$ cat src/rtl/mult_div_unit_pkg.sv
// Shared definitions for the multicycle multiply/divide unit and the
// control-unit decoder that launches it.
package mult_div_unit_pkg;

  typedef enum logic [1:0] {
    ST_IDLE = 2'd0,
    ST_MULT = 2'd1,
    ST_DIV  = 2'd2,
    ST_FIN  = 2'd3
  } md_state_e;

  typedef enum logic [0:0] {
    OP_MULT = 1'b0,
    OP_DIV  = 1'b1
  } md_op_e;

  localparam logic [5:0] FUNCT_MULT = 6'h18;
  localparam logic [5:0] FUNCT_DIV  = 6'h1A;
  localparam logic [5:0] FUNCT_MFHI = 6'h10;
  localparam logic [5:0] FUNCT_MFLO = 6'h12;

endpackage

$ cat src/rtl/mult_div_unit_sign_fix.sv
// Conditional two's complement negate: o_data = i_neg ? -i_data : i_data.
module sign_fix #(
  parameter int WIDTH = 32
) (
  input  logic             i_neg,
  input  logic [WIDTH-1:0] i_data,
  output logic [WIDTH-1:0] o_data
);

  logic [WIDTH-1:0] w_negated;

  assign w_negated = (~i_data) + {{(WIDTH-1){1'b0}}, 1'b1};
  assign o_data    = i_neg ? w_negated : i_data;

endmodule

$ cat src/rtl/mult_div_unit.sv
// Multicycle signed multiply / divide with architectural HI/LO registers.
// Works on magnitudes (shift-add / restoring division) and fixes signs at FIN.
module mult_div_unit
  import mult_div_unit_pkg::*;
#(
  parameter int WIDTH = 32
) (
  input  logic             clk,
  input  logic             reset,
  input  logic             mult_start,
  input  logic             div_start,
  input  logic [WIDTH-1:0] A,
  input  logic [WIDTH-1:0] B,
  output logic [WIDTH-1:0] HI,
  output logic [WIDTH-1:0] LO,
  output logic             busy,
  output logic             done,
  output logic             div_zero
);

  localparam int              CNT_W     = $clog2(WIDTH);
  localparam logic [CNT_W-1:0] LAST_ITER = CNT_W'(WIDTH - 1);

  md_state_e          r_state;
  md_state_e          w_state_nxt;
  md_op_e             r_op;
  logic [CNT_W-1:0]   r_cnt;
  logic [WIDTH-1:0]   r_acc_hi;
  logic [WIDTH-1:0]   r_acc_lo;
  logic [WIDTH-1:0]   r_opb;
  logic               r_neg_q;
  logic               r_neg_r;
  logic [WIDTH-1:0]   r_hi;
  logic [WIDTH-1:0]   r_lo;
  logic               r_busy;
  logic               r_done;
  logic               r_div_zero;

  logic               w_take_mult;
  logic               w_take_div;
  logic               w_div_by_zero;
  logic [WIDTH-1:0]   w_mag_a;
  logic [WIDTH-1:0]   w_mag_b;
  logic [WIDTH:0]     w_sum;
  logic [WIDTH:0]     w_shift;
  logic               w_ge;
  logic [WIDTH-1:0]   w_sub;
  logic [2*WIDTH-1:0] w_prod_fix;
  logic [WIDTH-1:0]   w_quo_fix;
  logic [WIDTH-1:0]   w_rem_fix;

  sign_fix #(.WIDTH(WIDTH)) u_mag_a (
    .i_neg  (A[WIDTH-1]),
    .i_data (A),
    .o_data (w_mag_a)
  );

  sign_fix #(.WIDTH(WIDTH)) u_mag_b (
    .i_neg  (B[WIDTH-1]),
    .i_data (B),
    .o_data (w_mag_b)
  );

  sign_fix #(.WIDTH(2*WIDTH)) u_fix_prod (
    .i_neg  (r_neg_q),
    .i_data ({r_acc_hi, r_acc_lo}),
    .o_data (w_prod_fix)
  );

  sign_fix #(.WIDTH(WIDTH)) u_fix_quo (
    .i_neg  (r_neg_q),
    .i_data (r_acc_lo),
    .o_data (w_quo_fix)
  );

  sign_fix #(.WIDTH(WIDTH)) u_fix_rem (
    .i_neg  (r_neg_r),
    .i_data (r_acc_hi),
    .o_data (w_rem_fix)
  );

  // Multiply step: add multiplicand when the current multiplier bit is set, then shift right.
  assign w_sum   = {1'b0, r_acc_hi} + (r_acc_lo[0] ? {1'b0, r_opb} : {(WIDTH+1){1'b0}});
  // Divide step: bring in the next dividend bit and trial-subtract the divisor.
  assign w_shift = {r_acc_hi, r_acc_lo[WIDTH-1]};
  assign w_ge    = (w_shift >= {1'b0, r_opb});
  assign w_sub   = WIDTH'(w_shift - {1'b0, r_opb});

  // Next-state decode and start arbitration (multiply wins over divide).
  always_comb begin
    w_state_nxt   = r_state;
    w_take_mult   = 1'b0;
    w_take_div    = 1'b0;
    w_div_by_zero = 1'b0;
    case (r_state)
      ST_IDLE: begin
        if (mult_start) begin
          w_take_mult = 1'b1;
          w_state_nxt = ST_MULT;
        end else if (div_start) begin
          if (B == {WIDTH{1'b0}}) begin
            w_div_by_zero = 1'b1;
            w_state_nxt   = ST_IDLE;
          end else begin
            w_take_div  = 1'b1;
            w_state_nxt = ST_DIV;
          end
        end else begin
          w_state_nxt = ST_IDLE;
        end
      end
      ST_MULT, ST_DIV: begin
        if (r_cnt == LAST_ITER) begin
          w_state_nxt = ST_FIN;
        end else begin
          w_state_nxt = r_state;
        end
      end
      ST_FIN:  w_state_nxt = ST_IDLE;
      default: w_state_nxt = ST_IDLE;
    endcase
  end

  // State register.
  always_ff @(posedge clk) begin
    if (reset) begin
      r_state <= ST_IDLE;
    end else begin
      r_state <= w_state_nxt;
    end
  end

  // Datapath, HI/LO and status registers.
  always_ff @(posedge clk) begin
    if (reset) begin
      r_op       <= OP_MULT;
      r_cnt      <= {CNT_W{1'b0}};
      r_acc_hi   <= {WIDTH{1'b0}};
      r_acc_lo   <= {WIDTH{1'b0}};
      r_opb      <= {WIDTH{1'b0}};
      r_neg_q    <= 1'b0;
      r_neg_r    <= 1'b0;
      r_hi       <= {WIDTH{1'b0}};
      r_lo       <= {WIDTH{1'b0}};
      r_busy     <= 1'b0;
      r_done     <= 1'b0;
      r_div_zero <= 1'b0;
    end else begin
      r_done     <= 1'b0;
      r_div_zero <= 1'b0;
      case (r_state)
        ST_IDLE: begin
          if (w_take_mult || w_take_div) begin
            r_op     <= w_take_mult ? OP_MULT : OP_DIV;
            r_cnt    <= {CNT_W{1'b0}};
            r_acc_hi <= {WIDTH{1'b0}};
            r_acc_lo <= w_mag_a;
            r_opb    <= w_mag_b;
            r_neg_q  <= A[WIDTH-1] ^ B[WIDTH-1];
            r_neg_r  <= A[WIDTH-1];
            r_busy   <= 1'b1;
          end else if (w_div_by_zero) begin
            r_done     <= 1'b1;
            r_div_zero <= 1'b1;
          end
        end
        ST_MULT: begin
          r_acc_hi <= w_sum[WIDTH:1];
          r_acc_lo <= {w_sum[0], r_acc_lo[WIDTH-1:1]};
          r_cnt    <= r_cnt + {{(CNT_W-1){1'b0}}, 1'b1};
        end
        ST_DIV: begin
          r_acc_hi <= w_ge ? w_sub : w_shift[WIDTH-1:0];
          r_acc_lo <= {r_acc_lo[WIDTH-2:0], w_ge};
          r_cnt    <= r_cnt + {{(CNT_W-1){1'b0}}, 1'b1};
        end
        ST_FIN: begin
          if (r_op == OP_MULT) begin
            r_hi <= w_prod_fix[2*WIDTH-1:WIDTH];
            r_lo <= w_prod_fix[WIDTH-1:0];
          end else begin
            r_hi <= w_rem_fix;
            r_lo <= w_quo_fix;
          end
          r_done <= 1'b1;
          r_busy <= 1'b0;
        end
        default: begin
          r_busy <= 1'b0;
        end
      endcase
    end
  end

  assign HI       = r_hi;
  assign LO       = r_lo;
  assign busy     = r_busy;
  assign done     = r_done;
  assign div_zero = r_div_zero;

endmodule

$ cat config.mk
export PLATFORM = sky130hd
export DESIGN_NAME = mult_div_unit
export DESIGN_NICKNAME = d
export VERILOG_FILES = /design/src/rtl/mult_div_unit_pkg.sv /design/src/rtl/mult_div_unit_sign_fix.sv /design/src/rtl/mult_div_unit.sv
export SDC_FILE = /design/constraint.sdc
export NUM_CORES = 1
export LEC_CHECK = 0
export ABC_AREA = 0
export BUFFER_PORTS_ARGS = -buffer_cell sky130_fd_sc_hd__buf_2
export CAP_MARGIN = 20
export CORE_ASPECT_RATIO = 1.4
export CORE_UTILIZATION = 40
export DETAILED_ROUTE_END_ITERATION = 10
export GPL_TIMING_DRIVEN = 1
export PLACE_DENSITY = 0.61
export RECOVER_POWER = 100
export SYNTH_ARGS = -nofsm -noshare
export SYNTH_HDL_FRONTEND = slang
export SYNTH_SLANG_ARGS = --single-unit
$ cat constraint.sdc
create_clock -name clk -period 4.4 [get_ports clk]
set_input_delay 0.44 -clock clk [delete_from_list [all_inputs] [get_ports clk]]
set_output_delay 0.44 -clock clk [all_outputs]
set_load 0.03 [all_outputs]
==> results.tsv, run 1 <==
stage	metric	value	unit
synthesis	Post-Synth Simple-Gate Area	20.4	%
synthesis	Syn Nets	1934	
synthesis	Adder-Cell Fraction of Synth Area	7.24	%
finish	commonest non-fill, non-tap cell in the layout	nor2_1	
drt	Iter 0 DRT Violations	715	
drt	post-route ant nets	0	
clock_tree	latest clock arrival within the worst-skew pair	0.46	ns
global_route	Total GRT Usage	26.6	%
timing	relative slew slack	-41.4	%
clock_tree	TritonCTS clock tree	done	
worst_setup_path	Max stage delay on crit path	1.25	ns
worst_setup_path	Worst path top cell family by delay	compound AO/OA/AOI/OAI gates	
timing	final critical-path required period	3.93	ns
global_route	vias in the first global route	13092	
worst_setup_path	crit end category	flop	
clock_tree	Hold-fix buffers, CTS	0	
synthesis	register area share after synthesis	25.6	%
timing	fin worst setup slack	0.473	ns
placement	hpwl dp	34400	um
floorplanning	num rows	79	
finish	diode count	0	
timing	Final TNS setup	0	ns
global_route	pin count of the biggest net entering global routing	85	
worst_setup_path	Worst Path Buf+Inv	0	
floorplanning	die height	220	um
flow_run	max cap viols	5	
status	failing checks	capacitance limit, slew limit	
clock_tree	Setup Fix Bufs, Post-CTS	0	
synthesis	Synth area leader	dfxtp_1	
timing	fin crit share	89.2	%
clock_tree	clk buf depth	2	
placement	RePlAce Congestion	0.976	
worst_setup_path	crit-path cells	or3_4 > nand4bb_4 > nor4b_4 > nand2_2 > o41ai_1 > o21ai_0 > xnor2_1 > o22ai_1	
floorplanning	io pins	135	
worst_setup_path	Critical Path AT	4.23	ns
floorplanning	core area	33200	um^2
drt	total routed wirelength	44600	um
timing	Hold Vio Cnt, Final	0	
synthesis	Post-synth EDFFs	0	
worst_setup_path	crit start category	flop	
synthesis	Async S/R FF share, synth	0	%
synthesis	Post-Synth XOR/XNOR Area	11.3	%
floorplanning	initial core utilization	40.7	%
drt	DR pass1 iterations	8	
timing	RSZ-0062 raised after global routing	false	
placement	dpl ws	0.615	ns
synthesis	Synth Area in Compound Gates	28.4	%
finish	area added between synthesis and finish	11.0	%
timing	fin. max-slew vios	117	
finish	Nets	2000	
drt	vias post-DR	13476	
power	Max VDD drop	361	uV
clock_tree	H-tree depth	4	
global_route	gr ovfl total	0	
finish	most frequent cells in the layout	214 x nor2_1, 176 x nand2_1, 173 x dfxtp_1, 122 x a21oi_1, 114 x xnor2_1	
worst_setup_path	WS Path Type	reg -> reg	
global_route	first-pass GRT wire length	70600	um
drt	Routed WL per cell	19.3	um
floorplanning	die width	157	um
clock_tree	CTS resizes	0	
synthesis	Syn Area/Cell	7.56	um^2
synthesis	multiplexer area fraction after synthesis	1.64	%
synthesis	synthesized area	13500	um^2
power	power density over cell area	522	nW/um^2
worst_setup_path	Critical Path Slowest Stage Cell	o41ai_1	
timing	Least-Margin Pin Slew	2.12	ns
synthesis	largest family of logic cells by synthesized area	compound AO/OA/AOI/OAI gates	
clock_tree	clk root buf	clkbuf_16	
synthesis	Top FF cell, synth	dfxtp_1	
synthesis	#FFs+latches synth	173	
power	Leak Pwr	5.82	nW
synthesis	synth unique cells	80	
worst_setup_path	Required @ worst endpoint	4.71	ns
timing	final setup vio count	0	
hold_path	Hold WC Path Type	in -> reg	
status	status	finished with violations	
timing	Peak Freq	0.255	GHz
floorplanning	die area	34500	um^2
clock_tree	clock-pin slew on the worst setup and hold paths	0.06	ns
finish	fillers	3518	
synthesis	Area contributors post-synth	dfxtp_1 26%, xnor2_1 7.4%, ha_1 6.9%, nor2_1 6.0%, a211oi_1 4.9%	
clock_tree	clock sinks	173	
synthesis	Syn Inst Count	1789	
drt	DR vias/cell	5.83	
global_route	initial antenna violation count	0	
clock_tree	TritonCTS buffer count	17	
worst_setup_path	CP max FO	8	
finish	share of cells above drive strength 1	7.82	%
synthesis	area fraction of the dominant cell type after synthesis	25.6	%
timing	Worst Clk Skew	0.0136	ns
placement	port bufs	134	
drt	Residual DRC	0	
synthesis	synth warn	0	
==> report_power, final <==
part / switching [mW] / internal [mW] / total (mW)
combinational: 2.60 / 1.36 / 3.96
clock: 0.670 / 0.937 / 1.61
sequential: 0.377 / 1.88 / 2.26
==> flip-flops by register name, indices dropped and copies added, names as in the netlist <==
name,count
done,1
r_acc_hi,32
r_opb,32
div_zero,1
r_cnt,5
r_neg_r,1
r_acc_lo,32
r_neg_q,1
r_op,1
r_state,2
LO,32
busy,1
HI,32
==> layout make-up <==
type,instances,area (um^2),share of cell area [%]
well taps,445,557,3.71
repair buffers,168,822,5.48
clock inverters,9,134,0.893
multi-input cells,1432,9310,62.1
flip-flops and latches,173,3460,23.1
inverters,63,236,1.58
clock buffers,22,474,3.16
==> per-layer routing <==
metal / track usage [%] / vias to the layer above / part of all wire [%]
met2: 48.3 / 386 / 52
li1: - / 6620 / -
met5: 0 / - / 0
met3: 3.23 / 124 / 3.8
met1: 28.6 / 6346 / 38
met4: 17.6 / 0 / 6.3
==> cells by family (layout without fill, tap and decap cells) <==
logic type,Yosys count,in the layout
xor gates and xnor gates,175,175
muxes,22,22
adders and majority gates,77,77
and+or+nand+nor,591,591
buffers and inverters,184,262
AOI/OAI and AO/OA,567,567
DFF,173,173
==> synthesized netlist by cell type (4+ instances only) <==
master and n:
a211oi_1 89, a21o_1 32, a21oi_1 122, a221oi_1 4, a222oi_1 4, a22oi_1 53, a31oi_1 12, a41oi_1 5
and2_1 11, and3_1 7, buf_1 6, buf_2 13, clkbuf_1 98, dfxtp_1 173, ha_1 75, inv_1 63
mux2i_1 21, nand2_1 176, nand2b_1 19, nand3_1 24, nand4_1 18, nor2_1 215, nor2b_1 14, nor3_1 36
nor4_1 14, o211ai_1 40, o21a_1 11, o21ai_0 88, o21bai_1 11, o221ai_1 6, o22ai_1 8, o31a_1 7
o31ai_1 26, o41ai_1 15, or2_2 7, or3_1 16, or4_1 11, xnor2_1 114, xor2_1 61
==> worst paths after layout <==
path / startpoint / end / slack (ns) / cells after the start
hold / removal: mult_start / r_op$_SDFFE_PP0P_ / 0.23 / 2
setup reg to reg: r_acc_lo[14]$_SDFFE_PP0P_ / HI[11]$_SDFFE_PP0P_ / 0.47 / 8
setup / recovery: r_acc_lo[14]$_SDFFE_PP0P_ / HI[11]$_SDFFE_PP0P_ / 0.47 / 8
hold reg to reg: HI[15]$_SDFFE_PP0P_ / HI[15]$_SDFFE_PP0P_ / 0.48 / 2
==> metrics by stage <==
step           hold WS [ns]  utilization, %  instances  area, um^2  power (mW)
4_1_cts               0.242            45.6       2311       15100        7.89
3_5_place_dp          0.474            43.8       2280       14500        6.28
3_3_place_gp          0.470            43.8       2280       14500        6.26
5_1_grt               0.251            45.2       2312       15000        8.38
2_1_floorplan         0.448               -       1789       13500        5.15
6_report              0.232            45.2       2312       15000        7.82
(Power assumes the default switching activity.)
==> run 2: changes to the inputs <==
--- a/config.mk
+++ b/config.mk
@@ -7,8 +7,8 @@
 export LEC_CHECK = 0
 export ABC_AREA = 0
 export BUFFER_PORTS_ARGS = -buffer_cell sky130_fd_sc_hd__buf_2
-export CAP_MARGIN = 20
 export CORE_ASPECT_RATIO = 1.4
+export CORE_MARGIN = 5
 export CORE_UTILIZATION = 40
 export DETAILED_ROUTE_END_ITERATION = 10
 export GPL_TIMING_DRIVEN = 1
==> run 2 against run 1 <==
Global-route usage is 3.3 points lower. Largest power group unchanged. Critical path depth is 5 higher. Setup slack better by 0.12 ns. Routed wire length is 0.47% lower. Sequential power hardly changed. The run still ends with capacitance limit, slew limit left. First-iteration DRC count is 2.2% higher. Clock skew is 0.0053 ns lower. Non-clock buffer count stayed put.
==> results.tsv, run 2 (synthesized netlist as in run 1, its figures left out) <==
stage	metric	value	unit
status	status	finished with violations	
status	failing checks	capacitance limit, slew limit	
timing	Least-Margin Pin Slew	1.86	ns
worst_setup_path	R2R depth	13	
drt	Routed WL per cell	19.2	um
hold_path	end of the worst hold path	r_op$_SDFFE_PP0P_	
finish	fillers	3456	
flow_run	max cap viols	2	
finish	diode count	0	
drt	DR vias/cell	5.81	
drt	vias post-DR	13448	
drt	DR pass1 iterations	5	
floorplanning	io pins	135	
clock_tree	latest clock arrival within the worst-skew pair	0.46	ns
power	power density over cell area	518	nW/um^2
global_route	gr ovfl total	0	
timing	fin. max-slew vios	123	
timing	Worst Clk Skew	0.00829	ns
placement	RePlAce Congestion	0.961	
global_route	Total GRT Usage	23.3	%
timing	final setup vio count	0	
hold_path	Hold WC Path Type	in -> reg	
global_route	initial antenna violation count	0	
clock_tree	H-tree depth	4	
clock_tree	clk buf depth	2	
clock_tree	TritonCTS buffer count	17	
worst_setup_path	WS Path Type	reg -> reg	
drt	Iter 0 DRT Violations	731	
worst_setup_path	Required @ worst endpoint	4.75	ns
floorplanning	die width	165	um
timing	final critical-path required period	3.81	ns
clock_tree	Setup Fix Bufs, Post-CTS	0	
power	Leak Pwr	5.81	nW
placement	hpwl dp	34100	um
clock_tree	clock sinks	173	
global_route	vias in the first global route	12868	
global_route	first-pass GRT wire length	69000	um
finish	area added between synthesis and finish	11.1	%
worst_setup_path	crit start category	flop	
worst_setup_path	worst r2r dst	r_acc_hi[30]$_SDFFE_PP0P_	
timing	RSZ-0062 raised after global routing	false	
worst_setup_path	Critical Path AT	4.16	ns
timing	Final TNS setup	0	ns
floorplanning	num rows	79	
worst_setup_path	R2R setup slack	0.59	ns
clock_tree	clock-pin slew on the worst setup and hold paths	0.07	ns
placement	port bufs	134	
finish	most frequent cells in the layout	214 x nor2_1, 177 x nand2_1, 173 x dfxtp_1, 122 x a21oi_1, 114 x xnor2_1	
finish	Nets	2000	
drt	post-route ant nets	0	
floorplanning	die height	228	um
worst_setup_path	CP max FO	24	
drt	total routed wirelength	44400	um
floorplanning	die area	37600	um^2
clock_tree	TritonCTS clock tree	done	
hold_path	min-delay src	mult_start	
timing	Final Hold Slack	0.221	ns
clock_tree	Hold-fix buffers, CTS	0	
timing	Peak Freq	0.262	GHz
timing	relative slew slack	-23.8	%
power	Max VDD drop	380	uV
finish	share of cells above drive strength 1	7.98	%
clock_tree	clk root buf	clkbuf_16	
worst_setup_path	crit end category	flop	
drt	Residual DRC	0	
worst_setup_path	worst r2r src	r_acc_lo[0]$_SDFFE_PP0P_	
clock_tree	CTS resizes	0	
finish	commonest non-fill, non-tap cell in the layout	nor2_1	
floorplanning	initial core utilization	40.6	%
hold_path	hold path depth	2	
timing	fin crit share	86.6	%
timing	Hold Vio Cnt, Final	0	
floorplanning	core area	33300	um^2
global_route	pin count of the biggest net entering global routing	89	
[run 2: how the worst max path moves through the flow]
stage,from,end,depth (start not counted)
5_1_grt,r_acc_hi[21]$_SDFFE_PP0P_,r_acc_hi[23]$_SDFFE_PP0P_,10
6_report,r_acc_lo[0]$_SDFFE_PP0P_,r_acc_hi[30]$_SDFFE_PP0P_,13
4_1_cts,r_acc_lo[0]$_SDFFE_PP0P_,r_acc_hi[30]$_SDFFE_PP0P_,13
3_5_place_dp,r_acc_lo[0]$_SDFFE_PP0P_,r_acc_hi[30]$_SDFFE_PP0P_,13
2_1_floorplan,r_acc_lo[0]$_SDFFE_PP0P_,r_acc_hi[30]$_SDFFE_PP0P_,14
3_3_place_gp,r_acc_lo[0]$_SDFFE_PP0P_,r_acc_hi[30]$_SDFFE_PP0P_,13
[run 2: where the power goes]
| part | internal [mW] | switching, mW |
|---|---|---|
| logic | 1.35 | 2.53 |
| clock network | 0.941 | 0.700 |
| registers | 1.88 | 0.388 |
| total | 4.17 | 3.62 |
[run 2: metal layers]
layer	GRT usage [%]	vias up	part of all wire (%)
met5	0	-	0
met4	13.8	0	5.7
met3	2.50	101	3.3
met2	42.7	338	53
met1	25.6	6410	38
li1	-	6599	-
[run 2: critical path, stage by stage, from the launching register on]
cell and delay, ns:
dfxtp_1 0.39, inv_1 0.21, buf_4 0.32, nor2_1 0.07, ha_1 0.34, inv_1 0.09
o21ai_0 0.11, o311a_1 0.39, a31oi_1 0.33, o21ai_0 0.21, a31oi_1 0.60, o31ai_1 0.20
mux2i_1 0.15, a211o_1 0.28
[run 2: layout make-up]
cell class / count / area [um^2] / share of cell area, %
clock buffer: 20 / 467 / 3.11
multi-input combinational: 1432 / 9310 / 62.0
sequential: 173 / 3460 / 23.1
inverter: 63 / 236 / 1.57
timing repair buffer: 168 / 828 / 5.51
clock inverter: 12 / 160 / 1.07
tap: 445 / 557 / 3.71
[run 2: metrics by stage]
step	setup WS, ns	power, mW	cells	cell area, um^2	utilization (%)
after global routing	0.211	8.33	2313	15000	45.1
after CTS	0.598	7.89	2313	15200	45.5
after detailed placement	0.621	6.22	2281	14500	43.7
after global placement	0.684	6.20	2281	14500	43.7
after floorplan	1.03	5.15	1789	13500	-
final	0.589	7.79	2313	15000	45.1
